File: src/rtl/vespa_execute_mc.sv
// VeSPA EXE stage: forwarding, branch/jump targets, single-cycle ALU, iterative shift-add multiplier.
// Define VESPA_EXE_DIV_EN to build the restoring DIV/REM divider into the same BUSY/DONE sequencer.
module vespa_execute_mc #(
   parameter int unsigned DATA_W   = 32,
   parameter int unsigned PC_SEL_W = 2,
   parameter int unsigned PC_ADD4  = 0
) (
   input  logic                clk,
   input  logic                rst_n,
   input  logic                valid,
   input  logic                flush,
   input  logic [3:0]          op,
   input  logic                update_cc,
   input  logic                op2_sel,
   input  logic [1:0]          fwd1,
   input  logic [1:0]          fwd2,
   input  logic [DATA_W-1:0]   r1,
   input  logic [DATA_W-1:0]   r2,
   input  logic [DATA_W-1:0]   alu_out_mem,
   input  logic [DATA_W-1:0]   rf_wb,
   input  logic [DATA_W-1:0]   imm22_mem,
   input  logic [DATA_W-1:0]   imm16,
   input  logic [DATA_W-1:0]   imm17,
   input  logic [DATA_W-1:0]   imm23,
   input  logic [DATA_W-1:0]   pc,
   input  logic [PC_SEL_W-1:0] pc_sel,
   input  logic                branch_bit,
   input  logic                branch_taken,
   output logic                stall,
   output logic                res_valid,
   output logic [DATA_W-1:0]   alu_out,
   output logic [DATA_W-1:0]   alu_op2,
   output logic [DATA_W-1:0]   imm_opx,
   output logic [DATA_W-1:0]   pc_jmp,
   output logic [DATA_W-1:0]   pc_branch,
   output logic [PC_SEL_W-1:0] next_pc_sel,
   output logic [3:0]          cc
);

   localparam int unsigned CntW = $clog2(DATA_W);

   typedef enum logic [1:0] {StIdle, StBusy, StDone} state_e;

   state_e            state_q;
   logic [CntW-1:0]   cnt_q;
   logic [DATA_W-1:0] acc_q;
   logic [DATA_W-1:0] lo_q;
   logic [DATA_W-1:0] opb_q;
   logic              upd_q;
   logic              hi_sel_q;
`ifdef VESPA_EXE_DIV_EN
   logic              div_q;
   logic              div_zero_q;
   logic [DATA_W:0]   div_shift;
   logic [DATA_W:0]   div_diff;
`endif

   logic [DATA_W-1:0] op1;
   logic [DATA_W-1:0] op2_fwd;
   logic [DATA_W-1:0] op2;
   logic              is_mc;
   logic              accept;
   logic [DATA_W:0]   add_sum;
   logic [DATA_W:0]   sub_sum;
   logic [DATA_W-1:0] sc_res;
   logic              sc_c;
   logic              sc_v;
   logic              sc_legal;
   logic [3:0]        sc_cc;
   logic [DATA_W:0]   mul_sum;
   logic [DATA_W-1:0] step_acc;
   logic [DATA_W-1:0] step_lo;
   logic [DATA_W-1:0] mc_res;
   logic              mc_v;
   logic [3:0]        mc_cc;

   always_comb begin
      case (fwd1)
         2'b00:   op1 = r1;
         2'b01:   op1 = alu_out_mem;
         2'b10:   op1 = rf_wb;
         default: op1 = imm22_mem;
      endcase
      case (fwd2)
         2'b00:   op2_fwd = r2;
         2'b01:   op2_fwd = alu_out_mem;
         2'b10:   op2_fwd = rf_wb;
         default: op2_fwd = imm22_mem;
      endcase
      op2 = op2_sel ? imm16 : op2_fwd;
   end

`ifdef VESPA_EXE_DIV_EN
   assign is_mc = (op[3:2] == 2'b10);
`else
   assign is_mc = (op[3:1] == 3'b100);
`endif

   // Acceptance only looks at the registered BUSY state; the accept cycle itself raises stall.
   assign accept = valid & ~flush & (state_q != StBusy);
   assign stall  = (state_q == StBusy) | (accept & is_mc);

   always_comb begin
      add_sum  = {1'b0, op1} + {1'b0, op2};
      sub_sum  = {1'b0, op1} + {1'b0, ~op2} + (DATA_W+1)'(1);
      sc_res   = '0;
      sc_c     = 1'b0;
      sc_v     = 1'b0;
      sc_legal = 1'b1;
      case (op)
         4'd0: begin
            sc_res = add_sum[DATA_W-1:0];
            sc_c   = add_sum[DATA_W];
            sc_v   = (op1[DATA_W-1] == op2[DATA_W-1]) && (add_sum[DATA_W-1] != op1[DATA_W-1]);
         end
         4'd1: begin
            sc_res = sub_sum[DATA_W-1:0];
            sc_c   = sub_sum[DATA_W];
            sc_v   = (op1[DATA_W-1] != op2[DATA_W-1]) && (sub_sum[DATA_W-1] != op1[DATA_W-1]);
         end
         4'd2:    sc_res = op1 & op2;
         4'd3:    sc_res = op1 | op2;
         4'd4:    sc_res = op1 ^ op2;
         4'd5:    sc_res = ~op1;
         4'd6:    sc_res = op2;
         default: sc_legal = 1'b0;
      endcase
      sc_cc = {sc_c, sc_res == '0, sc_res[DATA_W-1], sc_v};
   end

   // acc_q/lo_q hold {high, low} product halves, or {remainder, quotient} when dividing.
   always_comb begin
      mul_sum  = {1'b0, acc_q} + (lo_q[0] ? {1'b0, opb_q} : '0);
      step_acc = mul_sum[DATA_W:1];
      step_lo  = {mul_sum[0], lo_q[DATA_W-1:1]};
`ifdef VESPA_EXE_DIV_EN
      div_shift = {acc_q, lo_q[DATA_W-1]};
      div_diff  = div_shift - {1'b0, opb_q};
      if (div_q) begin
         step_acc = div_diff[DATA_W] ? div_shift[DATA_W-1:0] : div_diff[DATA_W-1:0];
         step_lo  = {lo_q[DATA_W-2:0], ~div_diff[DATA_W]};
      end
`endif
      mc_res = hi_sel_q ? step_acc : step_lo;
      mc_v   = ~hi_sel_q & (step_acc != '0);
`ifdef VESPA_EXE_DIV_EN
      if (div_q) mc_v = div_zero_q;
`endif
      mc_cc = {1'b0, mc_res == '0, mc_res[DATA_W-1], mc_v};
   end

   always_ff @(posedge clk or negedge rst_n) begin
      if (!rst_n) begin
         state_q     <= StIdle;
         cnt_q       <= '0;
         acc_q       <= '0;
         lo_q        <= '0;
         opb_q       <= '0;
         upd_q       <= 1'b0;
         hi_sel_q    <= 1'b0;
`ifdef VESPA_EXE_DIV_EN
         div_q       <= 1'b0;
         div_zero_q  <= 1'b0;
`endif
         res_valid   <= 1'b0;
         alu_out     <= '0;
         alu_op2     <= '0;
         imm_opx     <= '0;
         pc_jmp      <= '0;
         pc_branch   <= '0;
         next_pc_sel <= '0;
         cc          <= '0;
      end else if (flush) begin
         state_q   <= StIdle;
         res_valid <= 1'b0;
      end else if (state_q == StBusy) begin
         acc_q     <= step_acc;
         lo_q      <= step_lo;
         cnt_q     <= cnt_q - CntW'(1);
         res_valid <= 1'b0;
         if (cnt_q == '0) begin
            state_q   <= StDone;
            res_valid <= 1'b1;
            alu_out   <= mc_res;
            if (upd_q) cc <= mc_cc;
         end
      end else begin
         state_q   <= StIdle;
         res_valid <= 1'b0;
         if (accept) begin
            alu_op2     <= op2_fwd;
            imm_opx     <= op1 + imm17;
            pc_jmp      <= op1 + imm16;
            pc_branch   <= pc + imm23;
            next_pc_sel <= (branch_bit & ~branch_taken) ? PC_SEL_W'(PC_ADD4) : pc_sel;
            if (is_mc) begin
               state_q  <= StBusy;
               cnt_q    <= CntW'(DATA_W - 1);
               acc_q    <= '0;
               lo_q     <= op1;
               opb_q    <= op2;
               upd_q    <= update_cc;
               hi_sel_q <= op[0];
`ifdef VESPA_EXE_DIV_EN
               div_q      <= op[1];
               div_zero_q <= (op2 == '0);
`endif
            end else begin
               res_valid <= 1'b1;
               alu_out   <= sc_res;
               if (update_cc && sc_legal) cc <= sc_cc;
            end
         end
      end
   end

endmodule

File: config.mk
export PLATFORM = sky130hd
export DESIGN_NAME = vespa_execute_mc
export DESIGN_NICKNAME = d
export VERILOG_FILES = /design/src/rtl/vespa_execute_mc.sv
export SDC_FILE = /design/constraint.sdc
export NUM_CORES = 1
export LEC_CHECK = 0
export ABC_AREA = 1
export CORE_MARGIN = 5
export CORE_UTILIZATION = 50
export CTS_BUF_LIST = sky130_fd_sc_hd__clkbuf_8
export CTS_CLUSTER_SIZE = 24
export DETAILED_ROUTE_END_ITERATION = 12
export DONT_BUFFER_PORTS = 1
export GPL_TIMING_DRIVEN = 0
export HOLD_SLACK_MARGIN = 0.12
export MAX_ROUTING_LAYER = met4
export PLACE_DENSITY = 0.75
export RECOVER_POWER = 100
export SYNTH_ARGS = -nofsm -noshare
export SYNTH_HDL_FRONTEND = slang
export SYNTH_SLANG_ARGS = --single-unit
File: constraint.sdc
create_clock -name clk -period 4 [get_ports clk]
set_clock_uncertainty 0.2 [all_clocks]
set_input_delay 0.6 -clock clk [delete_from_list [all_inputs] [get_ports clk]]
set_output_delay 0.6 -clock clk [all_outputs]
set_load 0.1 [all_outputs]
# Word-level counts from Yosys, hierarchy flattened
# Cells that the tools add are included.
# word_totals
reg_bits,272
inputBits,306
out_inout_bits,168
wordCells,117
# classes
add_sub_neg,8
eq_ne,21
n_mux,39
bitwise,15
reduce_logical,19
# op_table
cell,n
$mux W32,13
$pmux W32 S7,1
$pmux W32 S3,2
$add A32 B32 Y33,3
$add A32 B32 Y32,3
$logic_not A32 Y1,2
$not A32 Y32,2
$add A33 B1 Y33 const B,1
$and A32 B32 Y32,1
$or A32 B32 Y32,1
$reduce_bool A32 Y1,1
$xor A32 B32 Y32,1
$mux W4,6
$mux W5,3
$eq A4 B3 Y1 const B,3
$eq A4 B2 Y1 const B,2
$mux W1,8
$mux W2,4
$reduce_and A4 Y1,2
$reduce_or A7 Y1,1
$eq A2 B1 Y1 const B,3
$ne A2 B1 Y1 const B,3
$reduce_and A3 Y1,2
$reduce_and A6 Y1,1
17 further kinds,33

# Depth between registers and ports, before layout
# Gate-level depths: netlist of run 1.
# logic_depth
ltp_word,13
mapped_depth,31
ltp_nobuf,29

# Least setup slack after synthesis of run 1
# No wires, ideal clock.
# synth_timing
kind,input to register
from,input fwd2[1]
to,register cc[2]
setup_time_ns,0.120
t_arrival_ns,3.326
t_required_ns,3.680
path_slack_ns,0.354
stages,28
n_path_buf,2
cell_sequence,buf_2 > inv_1 > nor2_4 > buf_2 > nand2_1 > nand3_1 > a21oi_1 > o21ai_1 > inv_1 > ha_1 > inv_1 > nand2_1 > nor2_1 > nand2_1 > nor2_1 > nand2_1 > nand3_1 > nor2_1 > nor2_1 > nand2_1 > nand3_1 > nor2_1 > nand3_1 > nor2_1 > nand2_1 > nand2_1 > nand2_1 > nand2_1
# synth_between
elab_chain_cells,12
word_cells_on_any_way,18
classes_between,add/sub: 3; eq/ne: 2; mux: 7; bitwise: 4; reduce/logical: 2
# synth_rtl
element,line,rtl
from (decl),16,"input logic [1:0] fwd2,"
$eq A2 B2 Y1 (tied with other cells),84,case (fwd2)
$pmux W32 S3 (*),84,
$mux W32 (*),90,op2 = op2_sel ? imm16 : op2_fwd;
named net op2[22],60,logic [DATA_W-1:0] op2;
$not A32 Y32,105,"sub_sum = {1'b0, op1} + {1'b0, ~op2} + (DATA_W+1)'(1);"
$add A32 B32 Y33,105,
$add A33 B1 Y33,105,
$pmux W32 S7 (*),110,case (op)
$logic_not A32 Y1 (*),128,"sc_cc = {sc_c, sc_res == '0, sc_res[DATA_W-1], sc_v};"
$mux W4 (*),211,if (update_cc && sc_legal) cc <= sc_cc;
$mux W4 (*),196,if (is_mc) begin
$mux W4 (*),190,if (accept) begin
$mux W4 (*),176,end else if (state_q == StBusy) begin
to (signal assigned),185,if (upd_q) cc <= mc_cc;
to (decl),37,output logic [3:0] cc
# Mark *: on every way through the listed nets, which the timed path passes. The rest lies on a longest branch. The select of a mux whose other input is x is not followed.
# A chain may end at the register's enable or synchronous reset.

# Worst setup path in the final report of run 1
# layout_timing
from,input fwd1[0]
to,register cc[2]
# layout_between
elab_chain_cells,10
word_cells_on_any_way,17
classes_between,add/sub: 3; eq/ne: 2; mux: 6; bitwise: 4; reduce/logical: 2
# layout_rtl
element,line,rtl
from (decl),15,"input logic [1:0] fwd1,"
$eq A2 B2 Y1 (tied with other cells),78,case (fwd1)
$pmux W32 S3 (*),78,
$add A32 B32 Y33,105,
$add A33 B1 Y33,105,
$pmux W32 S7 (*),110,
$logic_not A32 Y1 (*),128,
$mux W4 (*),211,
$mux W4 (*),196,
$mux W4 (*),190,
$mux W4 (*),176,
# Every way passes the cells marked *; elsewhere a longest branch is shown, timed or not. The select of a mux whose other input is x is not followed.

==> run_results.csv, run 1 <==
group,metric,value,unit
layout,area_growth,12.1,%
clock_network,cts_tree,"built",
power,p_clk_share,18.9,%
layout,layout.cells.non_filler,5427,
critical_path,start_kind,"primary input",
critical_path,critical_path.max_stage_delay,0.36,ns
synth,ys_ff_latch,272,
timing,finalCritPeriodShare,104,%
critical_path,rrSetupSlack,-0.04,ns
global_routing,grt-ovfl-total,0,
global_routing,antenna_found_initial,29,
clock_network,path_clk_slew,0.07,ns
timing,worstMarginPinSlew,1.25,ns
floorplanning,ios,474,
synth,synth_warnings,0,
detailed_routing,wirelength,146000,um
synth,async_flop_share,100,%
floorplanning,die_h,245,um
clock_network,cts_root_buf,"clkbuf_8",
status,violations,"negative hold slack, negative setup slack",
synth,syn_area,27500,um^2
power,power_frac_comb,39.3,%
critical_path,crit_type,"primary input to register",
layout,drive_above_1_share,7.20,%
timing,fin_hold_ws,-0.573,ns
timing,relSlewSlack,16.9,%
power,p_sw_share,56.4,%
hold_path,min_path_type,"primary input to asynchronous set/reset pin",
synth,synth_top_area_cell,"dfrtp_1",
critical_path,path_common_cell,"nand2_1",
detailed_routing,vias,32700,
detailed_routing,drtAntennaViolNets,0,
placement,dpl.cell_count,5207,
layout,nNetsFinal,5181,
clock_network,clockBufferDepth,3,
power,irDropWorstVdd,0.512,mV
global_routing,grt_pass1_wl,207000,um
critical_path,cp.arrival,4.54,ns
clock_network,cts_buffers,51,
power,p_sw,9.26,mW
synth,synth_edf_count,0,
detailed_routing,drt_iter0_drc,3632,
clock_network,clock_sinks,272,
timing,setup_ws,-0.155,ns
timing,finalHoldViolations,272,
timing,setup_viol,5,
clock_network,htreeDepth,2,
critical_path,critPathSlowestCell,"inv_1",
placement,placedInstanceArea,28400,um^2
power,power_frac_seq,41.8,%
floorplanning,start_util,50.2,%
synth,synthDistinctLibCells,56,
synth,syn-num-nets,5040,
timing,rsz0062_at_grt,"yes",
synth,yosysSeqAreaShare,24.7,%
synth,synthDominantCellAreaShare,24.7,%
placement,gp_congestion,1.11,
detailed_routing,drc,0,
timing,final_max_slew_viol_count,0,
global_routing,grt_pass1_vias,31400,
synth,synth-main-ff-cell,"dfrtp_1",
job,maxCapViolCount,0,
critical_path,critPathCaptureType,"register",
layout,final_area,30900,um^2
detailed_routing,drtPass1Iterations,7,
timing,clock.fmax,241,MHz
placement,io_buffers,0,
floorplanning,die_w,245,um
clock_network,clock_latency,0.67,ns
synth,synth.avg_cell_area,6.12,um^2
floorplanning,die_area,59900,um^2
placement,dpl.hpwl,121000,um
floorplanning,core_area,54900,um^2
critical_path,required,4.39,ns
timing,min_period,4.16,ns
floorplanning,row_count,86,
detailed_routing,vias_per_cell,6.03,
power,p_leak,16.0,nW
global_routing,track_usage,48.0,%
status,status,"finished with violations",
critical_path,cp_max_fo,10,
synth,ys_top_cells_by_area,"dfrtp_1 25%, nand2_1 19%, ha_1 10%",
synth,synth_most_common_cell,"nand2_1",
synth,synth_common_cells,"1,396 x nand2_1, 571 x inv_1, 392 x nor2_1, 371 x o21ai_0, 355 x nand3_1",
power,internal_power,7.15,mW
timing,tns,-0.258,ns
detailed_routing,wl_per_cell,26.9,um
power,powerDensity,532,nW/um^2
global_routing,grt_max_degree,273,
synth,syn-instance-count,4503,
metrics by stage:
step / setup slack, ns / power (mW) / utilization (%)
after global placement: -1.18 / 12.8 / 51.8
after detailed placement: -1.21 / 12.9 / 51.8
after CTS: -0.0630 / 16.1 / 55.5
after global routing: -0.234 / 17.2 / 56.2
final: -0.155 / 16.4 / 56.2
after floorplan: 0.354 / 10.8 / -
flip-flops by register name, summed over array words and instances (netlist names):
signal and count:
upd_q 1, cc 4, acc_q 32, imm_opx 32
cnt_q 5, opb_q 32, lo_q 32, res_valid 1
pc_jmp 32, alu_op2 32, hi_sel_q 1, pc_branch 32
alu_out 32, next_pc_sel 2, state_q 2
final timing paths:
kind	startpoint	cells past startpoint	end
min in group clk	imm23[30]	4	pc_branch[30]
max	fwd1[0]	29	cc[2]
max in group asynchronous	rst_n	0	imm_opx[26]
min	rst_n	0	acc_q[8]
min reg2reg	opb_q[27]	2	opb_q[27]
max reg2reg	lo_q[0]	20	cc[2]
critical path, delay by kind of cell:
kind	cells	cell delay, ns
fa+ha+maj	1	0.31
buf+inv	7	1.22
simple gates	21	2.38
final cells by class:
class / instances / area (um^2)
diodes: 40 / 100
fillers: 5795 / 24000
clock inverters: 24 / 201
multi-input cells: 3486 / 18100
flip-flops and latches: 272 / 6810
repair buffers: 89 / 857
clock buffers: 68 / 936
well taps: 704 / 881
plain buffers: 150 / 744
inverters: 594 / 2240
power by group through the flow:
stage	clock [mW]	sequential, mW	combinational [mW]
2_1_floorplan	0	6.58	4.27
3_3_place_gp	0	6.85	5.98
3_5_place_dp	0	6.85	6.04
4_1_cts	3.09	6.82	6.17
5_1_grt	3.23	6.91	7.08
6_report	3.10	6.86	6.46
placed cells by master (no fill, tap or decap), types with 10 or more instances in the layout:
cell type and n:
a21oi_1 273, a21oi_2 17, a31oi_1 36, buf_1 10, buf_2 32, buf_4 24
clkbuf_1 77, clkbuf_8 68, dfrtp_1 272, diode_2 40, dlygate4sd3_1 77, ha_1 220
inv_1 563, inv_2 32, nand2_1 1385, nand2_2 18, nand3_1 346, nand3_2 12
nand4_1 46, nor2_1 376, nor2_2 19, nor3_1 36, o211ai_1 10, o21a_1 18
o21ai_0 367, o21ai_1 52, o21ai_2 16, o21bai_1 18, o22ai_1 33, or2_2 34
xnor2_1 34, xor2_1 26
layer usage:
layer | track usage (%) | wire length [um] | up-vias
met5 | - | 0 | -
met3 | 15.7 | 17100 | 661
met1 | 50.3 | 49500 | 15000
li1 | - | - | 14900
met4 | 38.4 | 15000 | 0
met2 | 74.4 | 64500 | 2085
cell families after synthesis:
| group | count (synthesis) | share of synthesized area [%] |
|---|---|---|
| and+or+nand+nor | 2313 | 34.7 |
| AOI/OAI and AO/OA | 882 | 17.5 |
| buffers and inverters | 745 | 10.6 |
| DFF | 272 | 24.7 |
| adders and majority gates | 231 | 10.7 |
| xor gates and xnor gates | 60 | 1.91 |
repair_timing:
item,4_1_cts,5_1_grt
resized for setup,52,83
setup endpoints to repair,18,56
hold buffers,73,4
pin swaps,3,4
buffers inserted,4,8
hold endpoints to repair,320,276
Note: power is estimated with default switching activity, not from simulation.
==> run 2, diff against run 1 <==
--- a/config.mk
+++ b/config.mk
@@ -17,6 +17,7 @@
 export MAX_ROUTING_LAYER = met4
 export PLACE_DENSITY = 0.75
 export RECOVER_POWER = 100
+export SETUP_SLACK_MARGIN = 0.15
 export SYNTH_ARGS = -nofsm -noshare
 export SYNTH_HDL_FRONTEND = slang
 export SYNTH_SLANG_ARGS = --single-unit
==> run 2 against run 1 <==
  * The run ends with negative hold slack left
  * Worst setup slack improved by 0.16 ns
  * Cell area increased by 1.2%
  * Critical path depth shrank 21
  * Clock-buffer cell count did not move
  * First-iteration DRC count up 3.4%
  * Global-route usage is 0.21 points higher
  * Non-clock buffer count up 16
  * Worst hold slack improved by 0.0028 ns
  * Critical endpoint is now alu_op2[14]
  * Largest power group unchanged
==> run_results.csv, run 2 (synthesis gave the netlist of run 1 again) <==
group,metric,value,unit
detailed_routing,wl_per_cell,26.9,um
floorplanning,die_area,59900,um^2
clock_network,cts_root_buf,"clkbuf_8",
layout,nNetsFinal,5197,
critical_path,required,4.39,ns
placement,placedInstanceArea,28400,um^2
floorplanning,die_h,245,um
detailed_routing,vias,32700,
detailed_routing,vias_per_cell,6.02,
power,p_leak,16.2,nW
clock_network,clock_latency,0.66,ns
detailed_routing,drc,0,
global_routing,grt-ovfl-total,0,
critical_path,cp_max_fo,10,
placement,gp_congestion,1.11,
hold_path,min_path_type,"primary input to asynchronous set/reset pin",
critical_path,cp.arrival,4.39,ns
status,status,"finished with violations",
timing,finalHoldViolations,272,
timing,final_max_slew_viol_count,0,
placement,dpl.cell_count,5207,
layout,final_util,56.9,%
placement,io_buffers,0,
critical_path,start_kind,"register",
global_routing,antenna_found_initial,26,
timing,min_period,3.99,ns
timing,relSlewSlack,12.2,%
timing,worstMarginPinSlew,1.32,ns
layout,final_area,31200,um^2
power,power,16.5,mW
clock_network,path_clk_slew,0.06,ns
global_routing,grt_pass1_wl,208000,um
clock_network,clockBufferDepth,3,
detailed_routing,drt_iter0_drc,3755,
clock_network,htreeDepth,2,
timing,fin_hold_ws,-0.570,ns
timing,setup_viol,0,
clock_network,cts_tree,"built",
global_routing,grt_max_degree,273,
detailed_routing,drtAntennaViolNets,0,
critical_path,worst-r2r-cell-count,8,
layout,layout.cells.non_filler,5440,
layout,layout_common_cells,"1,376 x nand2_1, 554 x inv_1, 363 x nor2_1",
layout,drive_above_1_share,8.47,%
clock_network,clock_sinks,272,
layout,area_growth,13.4,%
floorplanning,row_count,86,
timing,rsz0062_at_grt,"yes",
global_routing,track_usage,48.2,%
detailed_routing,wirelength,146000,um
status,violations,"negative hold slack",
timing,finalCritPeriodShare,99.8,%
global_routing,grt_pass1_vias,31600,
floorplanning,die_w,245,um
power,powerDensity,528,nW/um^2
power,irDropWorstVdd,0.514,mV
layout,layout_commonest_cell,"nand2_1",
clock_network,cts.hold.buffers_added,79,
clock_network,cts_buffers,51,
critical_path,critPathCaptureType,"register",
job,maxCapViolCount,0,
layout,fillers,5787,
timing,tns,0,ns
timing,clock.fmax,250,MHz
floorplanning,ios,474,
placement,dpl.hpwl,121000,um
floorplanning,core_area,54900,um^2
floorplanning,start_util,50.2,%
detailed_routing,drtPass1Iterations,6,
critical_path,crit_type,"register to register",
-- run 2: cell count changes in the layout (fill, tap and decap cells not counted), sizes merged --
| cell | before | now |
|---|---|---|
| dlygate4sd3 | 77 | 79 |
| buf | 75 | 86 |
| diode | 40 | 37 |
| clkbuf | 155 | 157 |
| clkinvlp | 7 | 9 |
| clkdlybuf4s15 | 0 | 1 |
| inv | 597 | 595 |
-- run 2: final timing paths --
path	startpoint	endpoint	slack [ns]
max	state_q[0]	alu_op2[14]	0.007
min	rst_n	acc_q[8]	-0.57
max reg2reg	state_q[0]	alu_op2[14]	0.007
min reg2reg	opb_q[27]	opb_q[27]	0.28
max in group asynchronous	rst_n	imm_opx[8]	3.71
min in group clk	rf_wb[22]	alu_op2[22]	0.10
-- run 2: power by group --
group          total [mW]  internal (mW)  switching, mW
Sequential           6.84           3.40           3.45
Clock                3.09           1.72           1.37
Combinational        6.57           2.09           4.48
-- run 2: worst max-delay path, stage by stage (launching register included) --
cell and delay (ns):
dfrtp_1 0.36, inv_1 0.05, nor2_1 0.10, nor2_1 0.55
clkbuf_1 0.89, clkdlybuf4s15_1 0.85, nand3_1 0.19, dlygate4sd3_1 0.64
nand2_1 0.07
-- run 2: stage by stage --
step	worst slack [ns]	hold slack [ns]
after floorplan	0.354	0.104
after global placement	-1.18	0.118
after detailed placement	-1.21	0.118
after CTS	0.126	-0.586
after global routing	-0.0860	-0.593
final	0.00694	-0.570
-- run 2: area by class of cell --
cell class / instances / area, um^2 / area share [%]
clock inverters: 24 / 201 / 0.645
diodes: 37 / 92.6 / 0.296
plain buffers: 151 / 827 / 2.65
inverters: 594 / 2250 / 7.22
clock buffers: 68 / 936 / 3.00
flip-flops and latches: 272 / 6810 / 21.8
well taps: 704 / 881 / 2.82
multi-input cells: 3486 / 18300 / 58.4
repair buffers: 104 / 991 / 3.17
-- run 2: layer usage --
layer	part of all wire, %	wire (um)	track usage, %	vias to the layer above
li1	-	-	-	15000
met1	34	49700	50.5	15000
met2	44	64600	74.8	2063
met3	12	17200	16.3	673
met4	10	14900	37.8	0
met5	0	0	-	-
-- run 2: repair_timing --
| item | CTS | global route |
|---|---|---|
| setup endpoints to repair | 32 | 52 |
| gates resized for setup | 114 | 111 |
| endpoints found under the hold margin | 324 | 272 |
| setup buffers | 14 | 11 |
| pin swaps | 5 | 8 |
